`src/rtl/mode_seq_pkg.sv`:
```
// rtl/mode_seq_pkg.sv - mode/controller encodings and the legal-transition rule for mode_sequencer
package mode_seq_pkg;

  typedef enum logic [2:0] {
    MODE_OFF   = 3'd0,
    MODE_INIT  = 3'd1,
    MODE_RUN   = 3'd2,
    MODE_PAUSE = 3'd3,
    MODE_FAULT = 3'd4
  } mode_t;

  typedef enum logic [1:0] {
    CTRL_IDLE   = 2'd0,
    CTRL_CHECK  = 2'd1,
    CTRL_SETTLE = 2'd2,
    CTRL_RESP   = 2'd3
  } ctrl_state_t;

  function automatic logic is_defined(input logic [2:0] m);
    return m <= MODE_FAULT;
  endfunction

  // OFF is reachable from anywhere; FAULT and codes 5..7 are never legal targets.
  function automatic logic is_legal(input logic [2:0] cur, input logic [2:0] nxt);
    return (nxt == MODE_OFF) ||
           (cur == MODE_OFF   && nxt == MODE_INIT) ||
           (cur == MODE_INIT  && nxt == MODE_RUN) ||
           (cur == MODE_RUN   && nxt == MODE_PAUSE) ||
           (cur == MODE_PAUSE && nxt == MODE_RUN);
  endfunction

endpackage

```
`src/rtl/mode_sequencer_if.sv`:
```
// rtl/mode_sequencer_if.sv - request/response handshake between requesters and mode_sequencer
interface mode_seq_if;
  logic       req_valid;
  logic [2:0] req_mode;
  logic       req_ready;
  logic       rsp_valid;
  logic       rsp_ok;

  modport master (output req_valid, req_mode, input req_ready, rsp_valid, rsp_ok);
  modport slave  (input req_valid, req_mode, output req_ready, rsp_valid, rsp_ok);
endinterface

```
`src/rtl/mode_sequencer_settle_timer.sv`:
```
// rtl/mode_sequencer_settle_timer.sv - settle_timer: loadable down-counter with a zero flag
module settle_timer #(
  parameter int CNT_W = 3
) (
  input  logic             clk,
  input  logic             rst,
  input  logic             load,
  input  logic [CNT_W-1:0] load_val,
  input  logic             dec,
  output logic             zero
);

  logic [CNT_W-1:0] cnt_q, cnt_d;

  always_comb begin
    cnt_d = cnt_q;
    if (load) begin
      cnt_d = load_val;
    end else if (dec && cnt_q != '0) begin
      cnt_d = cnt_q - 1'b1;
    end
  end

  always_ff @(posedge clk or posedge rst) begin
    if (rst) begin
      cnt_q <= '0;
    end else begin
      cnt_q <= cnt_d;
    end
  end

  assign zero = (cnt_q == '0);

endmodule

```
`src/rtl/mode_sequencer.sv`:
```
// rtl/mode_sequencer.sv - guarded system mode FSM: check, settle, commit, respond.
// Optional MODE_SEQ_LOCK_EN adds a sticky lock (lock_req/locked) that rejects all requests.
module mode_sequencer
  import mode_seq_pkg::*;
#(
  parameter int SETTLE_CYCLES = 4,
  parameter int ERR_W         = 8
) (
  input  logic             clk,
  input  logic             rst_n,
  mode_seq_if.slave        bus,
  input  logic             fault_in,
  output logic [2:0]       mode,
  output logic             busy,
  output logic [ERR_W-1:0] err_cnt
`ifdef MODE_SEQ_LOCK_EN
  ,
  input  logic             lock_req,
  output logic             locked
`endif
);

  localparam int CNT_W = $clog2(SETTLE_CYCLES + 1);
  localparam logic [CNT_W-1:0] SETTLE_LOAD = CNT_W'(SETTLE_CYCLES - 1);

  localparam logic [1:0] ST_IDLE   = CTRL_IDLE;
  localparam logic [1:0] ST_CHECK  = CTRL_CHECK;
  localparam logic [1:0] ST_SETTLE = CTRL_SETTLE;
  localparam logic [1:0] ST_RESP   = CTRL_RESP;

  logic [1:0]       state_q, state_d;
  logic [2:0]       mode_q, mode_d;
  logic [2:0]       pend_q, pend_d;
  logic             ok_q, ok_d;
  logic [ERR_W-1:0] err_q, err_d, err_inc;
  logic             tmr_load, tmr_dec, tmr_zero;
  logic             commit;
  logic             lock_block;

`ifdef MODE_SEQ_LOCK_EN
  logic locked_q, locked_d;

  always_comb begin
    locked_d = locked_q;
    if (lock_req && mode_q == MODE_RUN && state_q == ST_IDLE) begin
      locked_d = 1'b1;
    end
  end

  always_ff @(posedge clk or posedge rst_n) begin
    if (rst_n) begin
      locked_q <= 1'b0;
    end else begin
      locked_q <= locked_d;
    end
  end

  assign locked     = locked_q;
  assign lock_block = locked_q;
`else
  assign lock_block = 1'b0;
`endif

  assign err_inc = (&err_q) ? err_q : err_q + 1'b1;

  always_comb begin
    state_d  = state_q;
    pend_d   = pend_q;
    ok_d     = ok_q;
    err_d    = err_q;
    tmr_load = 1'b0;
    tmr_dec  = 1'b0;
    commit   = 1'b0;
    case (state_q)
      ST_IDLE: begin
        if (bus.req_valid) begin
          pend_d  = bus.req_mode;
          state_d = ST_CHECK;
        end
      end
      ST_CHECK: begin
        state_d = ST_RESP;
        ok_d    = 1'b0;
        // A fault abort is not the requester's error, so it is not counted.
        if (fault_in) begin
          ok_d = 1'b0;
        end else if (lock_block || !(pend_q == mode_q || is_legal(mode_q, pend_q))) begin
          err_d = err_inc;
        end else if (pend_q == mode_q) begin
          ok_d = 1'b1;
        end else begin
          tmr_load = 1'b1;
          state_d  = ST_SETTLE;
        end
      end
      ST_SETTLE: begin
        if (fault_in) begin
          ok_d    = 1'b0;
          state_d = ST_RESP;
        end else if (tmr_zero) begin
          commit  = 1'b1;
          ok_d    = 1'b1;
          state_d = ST_RESP;
        end else begin
          tmr_dec = 1'b1;
        end
      end
      default: begin
        state_d = ST_IDLE;
      end
    endcase

    mode_d = mode_q;
    if (fault_in || !is_defined(mode_q)) begin
      mode_d = MODE_FAULT;
    end else if (commit) begin
      mode_d = pend_q;
    end
  end

  always_ff @(posedge clk or posedge rst_n) begin
    if (rst_n) begin
      state_q <= ST_IDLE;
      mode_q  <= MODE_OFF;
      pend_q  <= MODE_OFF;
      ok_q    <= 1'b0;
      err_q   <= '0;
    end else begin
      state_q <= state_d;
      mode_q  <= mode_d;
      pend_q  <= pend_d;
      ok_q    <= ok_d;
      err_q   <= err_d;
    end
  end

  settle_timer #(.CNT_W(CNT_W)) u_settle_timer (
    .clk      (clk),
    .rst      (rst_n),
    .load     (tmr_load),
    .load_val (SETTLE_LOAD),
    .dec      (tmr_dec),
    .zero     (tmr_zero)
  );

  assign bus.req_ready = (state_q == ST_IDLE);
  assign bus.rsp_valid = (state_q == ST_RESP);
  assign bus.rsp_ok    = (state_q == ST_RESP) && ok_q;
  assign busy          = (state_q == ST_CHECK) || (state_q == ST_SETTLE);
  assign mode          = mode_q;
  assign err_cnt       = err_q;

endmodule

```
`src/flat_wrapper.sv`:
```
// flat-port wrapper written by rule: the top's interface ports become plain ports
module mode_sequencer_flat import mode_seq_pkg::*;
#(
  parameter int SETTLE_CYCLES = 4,
  parameter int ERR_W         = 8
)
  (clk, rst_n, fault_in, mode, busy, err_cnt, bus_req_valid, bus_req_mode, bus_req_ready, bus_rsp_valid, bus_rsp_ok);
  mode_seq_if bus_i ();
  input  logic clk;
  input  logic rst_n;
  input  logic fault_in;
  output logic [2:0] mode;
  output logic busy;
  output logic [ERR_W-1:0] err_cnt;
  input wire logic [$bits(bus_i.req_valid)-1:0] bus_req_valid;
  input wire logic [$bits(bus_i.req_mode)-1:0] bus_req_mode;
  output wire logic [$bits(bus_i.req_ready)-1:0] bus_req_ready;
  output wire logic [$bits(bus_i.rsp_valid)-1:0] bus_rsp_valid;
  output wire logic [$bits(bus_i.rsp_ok)-1:0] bus_rsp_ok;
  assign bus_i.req_valid = bus_req_valid;
  assign bus_i.req_mode = bus_req_mode;
  assign bus_req_ready = bus_i.req_ready;
  assign bus_rsp_valid = bus_i.rsp_valid;
  assign bus_rsp_ok = bus_i.rsp_ok;
  mode_sequencer #(.SETTLE_CYCLES(SETTLE_CYCLES), .ERR_W(ERR_W)) u_core (.clk(clk), .rst_n(rst_n), .bus(bus_i), .fault_in(fault_in), .mode(mode), .busy(busy), .err_cnt(err_cnt));
endmodule
```
`config.mk`:
```
export PLATFORM = sky130hd
export DESIGN_NAME = mode_sequencer_flat
export DESIGN_NICKNAME = d
export VERILOG_FILES = /design/src/rtl/mode_seq_pkg.sv /design/src/rtl/mode_sequencer_if.sv /design/src/rtl/mode_sequencer_settle_timer.sv /design/src/rtl/mode_sequencer.sv /design/src/flat_wrapper.sv
export SDC_FILE = /design/constraint.sdc
export NUM_CORES = 1
export LEC_CHECK = 0
export CORE_UTILIZATION = 55
export DETAILED_ROUTE_END_ITERATION = 12
export PLACE_DENSITY_LB_ADDON = 0.05
export SLEW_MARGIN = 20
export SYNTH_ARGS = -nofsm -noshare
export SYNTH_HDL_FRONTEND = slang
export SYNTH_SLANG_ARGS = --single-unit
```
`constraint.sdc`:
```
create_clock -name clk -period 2.5 [get_ports clk]
set_input_delay 0.5 -clock clk [delete_from_list [all_inputs] [get_ports clk]]
set_output_delay 0.5 -clock clk [all_outputs]
set_load 0.01 [all_outputs]
```
==> impl_metrics.env <==
export IMPL_outcome="finished, final reports clean"
export IMPL_portBuffers=21
export IMPL_multi_input_area_um2=638
export IMPL_grt_use_total=0.208
export IMPL_leakage_uw=0.000627
export IMPL_yosys_area_top_type="dfrtp_1"
export IMPL_ctsResizeCount=0
export IMPL_ys_seq_area_frac=0.427
export IMPL_vias_per_cell=5.53
export IMPL_reg2regPathDepth=5
export IMPL_fillers=136
export IMPL_num_rows=16
export IMPL_post_route_min_period_ns=2.17
export IMPL_synth_warnings=0
export IMPL_ios=22
export IMPL_synth_seq_cells=20
export IMPL_syn_nets=123
export IMPL_die_h_um=48.2
export IMPL_reg2reg_slack_ns=0.74
export IMPL_crit_path_end_kind="primary output"
export IMPL_wirelength_um=2090
export IMPL_final_antenna_net_count=0
export IMPL_r2r_start="u_core.state_q[0]$_DFFE_PP0P_"
export IMPL_ys_top_cells_by_count="dfrtp_1, nand2_1, inv_1, ha_1, xnor2_1"
export IMPL_rsz0062_at_grt="no"
export IMPL_ys_async_sr_fraction=1.00
export IMPL_cp_start_kind="register"
export IMPL_gp_congestion=0.778
export IMPL_syn_inst=109
export IMPL_post_cts_buffers=0
export IMPL_min_to="u_core.ok_q$_DFFE_PP0P_"
export IMPL_fp_dieW_um=48.2
export IMPL_fmax_mhz=462
export IMPL_synth_top_area_share=0.427
export IMPL_initial_core_util=0.592
export IMPL_antenna_found_initial=0
export IMPL_crit_fanout=3
export IMPL_reg2reg_to="u_core.state_q[0]$_DFFE_PP0P_"
export IMPL_hold_path_class="reg2reg"
export IMPL_postCtsHoldBufs=0
export IMPL_postSynthAreaPerCell_um2=10.8
export IMPL_diodes=0
export IMPL_grt_first_pass_wirelength_um=3250
export IMPL_critical_path_class="reg2out"
export IMPL_crit_chain="inv_1 -> ha_1 -> clkdlybuf4s50_1"
export IMPL_required_ns=2.00
export IMPL_hp_start="u_core.ok_q$_DFFE_PP0P_"
export IMPL_die_area_um2=2320
export IMPL_hold_violations=0
export IMPL_setup_violations=0
export IMPL_fin_skew_ns=0.00313
export IMPL_ys_top_cells_by_area="dfrtp_1, ha_1, xnor2_1, xor2_1, nand2_1"
export IMPL_synth_most_common_cell="dfrtp_1"
export IMPL_drive_gt1_frac=0.128
export IMPL_wl_per_cell_um=13.0
export IMPL_synth_edf_count=0
export IMPL_drv_slew=0
export IMPL_critPathSlowestCell="clkdlybuf4s50_1"
export IMPL_cp_arrival_ns=1.67
export IMPL_cpPeakStageDelay_ns=0.54
export IMPL_worstMarginPinSlew_ns=0.761
export IMPL_htreeDepth=1
export IMPL_grt_max_degree=21
export IMPL_seq_area_um2=500
export IMPL_cts_sinks=20
export IMPL_ys_types=41
export IMPL_maxCapViolations=0
export IMPL_post_route_period_util=0.866
export IMPL_grt_overflow_total=0
export IMPL_cts_tree="yes"
export IMPL_min_path_cells=2
export IMPL_fin_setup_tns_ns=0
export IMPL_firstDrtPassIters=4
export IMPL_area_growth_pct=23.6
export IMPL_final_util=0.731
export IMPL_dp_hpwl_um=1600
export IMPL_synth_flop_cell="dfrtp_1"
export IMPL_ir_drop_uv=743
export IMPL_path_clk_slew_ns=0.11
export IMPL_drt_initial_drc_count=12
export IMPL_drc=0
export IMPL_first_global_vias=771
export IMPL_cts_buffers=3
export IMPL_via_count=885
export IMPL_layout_nets=148
export IMPL_root_buffer="clkbuf_4"
export IMPL_synth_area_um2=1170
export IMPL_relSlewSlack=0.492
export IMPL_clk_path_buf_depth=2
export IMPL_core_um2=1980
export IMPL_clk_latency_ns=0.30
export IMPL_p_per_area_nw_per_um2=1070
## registers in the layout, indices dropped and copies added, names as in the netlist
signal                       cells
u_core.mode                      3
u_core.err_cnt                   8
u_core.ok_q                      1
u_core.pend_q                    3
u_core.state_q                   2
u_core.u_settle_timer.cnt_q      3
## cell type report
type,count,area share
multi-input cells,80,0.440
flip-flops and latches,20,0.345
repair buffers,21,0.145
clock buffers,4,0.0250
well taps,27,0.0233
inverters,8,0.0207
## placed cells by master (no fill, tap or decap), drive strengths merged, types with 4 or more instances in the layout
master / count
o21ai: 4
nor2: 7
nand2: 9
ha: 7
xor2: 5
xnor2: 7
clkbuf: 4
mux2: 6
dfrtp: 20
clkdlybuf4s50: 21
inv: 8
## per-stage QoR
stage,power (uW),instance area [um^2],std cells,setup WS (ns),hold WS (ns)
after floorplan,1100,1170,109,0.845,0.440
after global placement,1350,1410,156,0.511,0.468
after detailed placement,1370,1410,156,0.432,0.476
after CTS,1560,1450,160,0.329,0.503
after global routing,1680,1450,160,0.274,0.516
final,1550,1450,160,0.334,0.498
## how the worst max path moves through the flow
stage	from	endpoint	slack (ns)	cells after the start
2_1_floorplan	u_core.err_cnt[0]$_DFFE_PP0P_	u_core.err_cnt[1]$_DFFE_PP0P_	0.85	5
3_3_place_gp	fault_in	u_core.state_q[0]$_DFFE_PP0P_	0.51	4
3_5_place_dp	fault_in	u_core.state_q[0]$_DFFE_PP0P_	0.43	4
4_1_cts	u_core.state_q[0]$_DFFE_PP0P_	busy	0.33	3
5_1_grt	u_core.state_q[0]$_DFFE_PP0P_	busy	0.27	3
6_report	u_core.state_q[1]$_DFFE_PP0P_	busy	0.33	3
## logic make-up (layout without fill, tap and decap cells)
kind of cell    Yosys count  after routing  share of synthesized area
simple gates             37             37                      0.202
compound gates           18             18                      0.117
buf+inv                   9             33                     0.0288
xor+xnor                 12             12                     0.0896
fa+ha+maj                 7              7                     0.0747
mux                       6              6                     0.0608
flops                    20             20                      0.427
## layer usage
metal | share of wire | vias to the layer above | wire length [um] | GRT usage
met5 | 0 | - | 0 | 0
met4 | 0.010 | 0 | 21 | 0.0833
met3 | 0.033 | 4 | 68 | 0.0333
met2 | 0.52 | 21 | 1080 | 0.376
met1 | 0.44 | 425 | 917 | 0.242
li1 | - | 435 | - | -
## power by group
part / leakage, uW / switching, uW / internal, uW / total (uW)
Clock: 0.0000210 / 97.3 / 88.8 / 186
Sequential: 0.000246 / 129 / 439 / 568
Combinational: 0.000361 / 387 / 411 / 797
Total: 0.000627 / 613 / 939 / 1550
## worst max-delay path: cells and delay by family, from the launching register on
family	cells	cell delay (ns)
fa+ha+maj	1	0.33
flops	1	0.40
buf+inv	2	0.64
No activity file was read; power rests on OpenSTA's default activity.
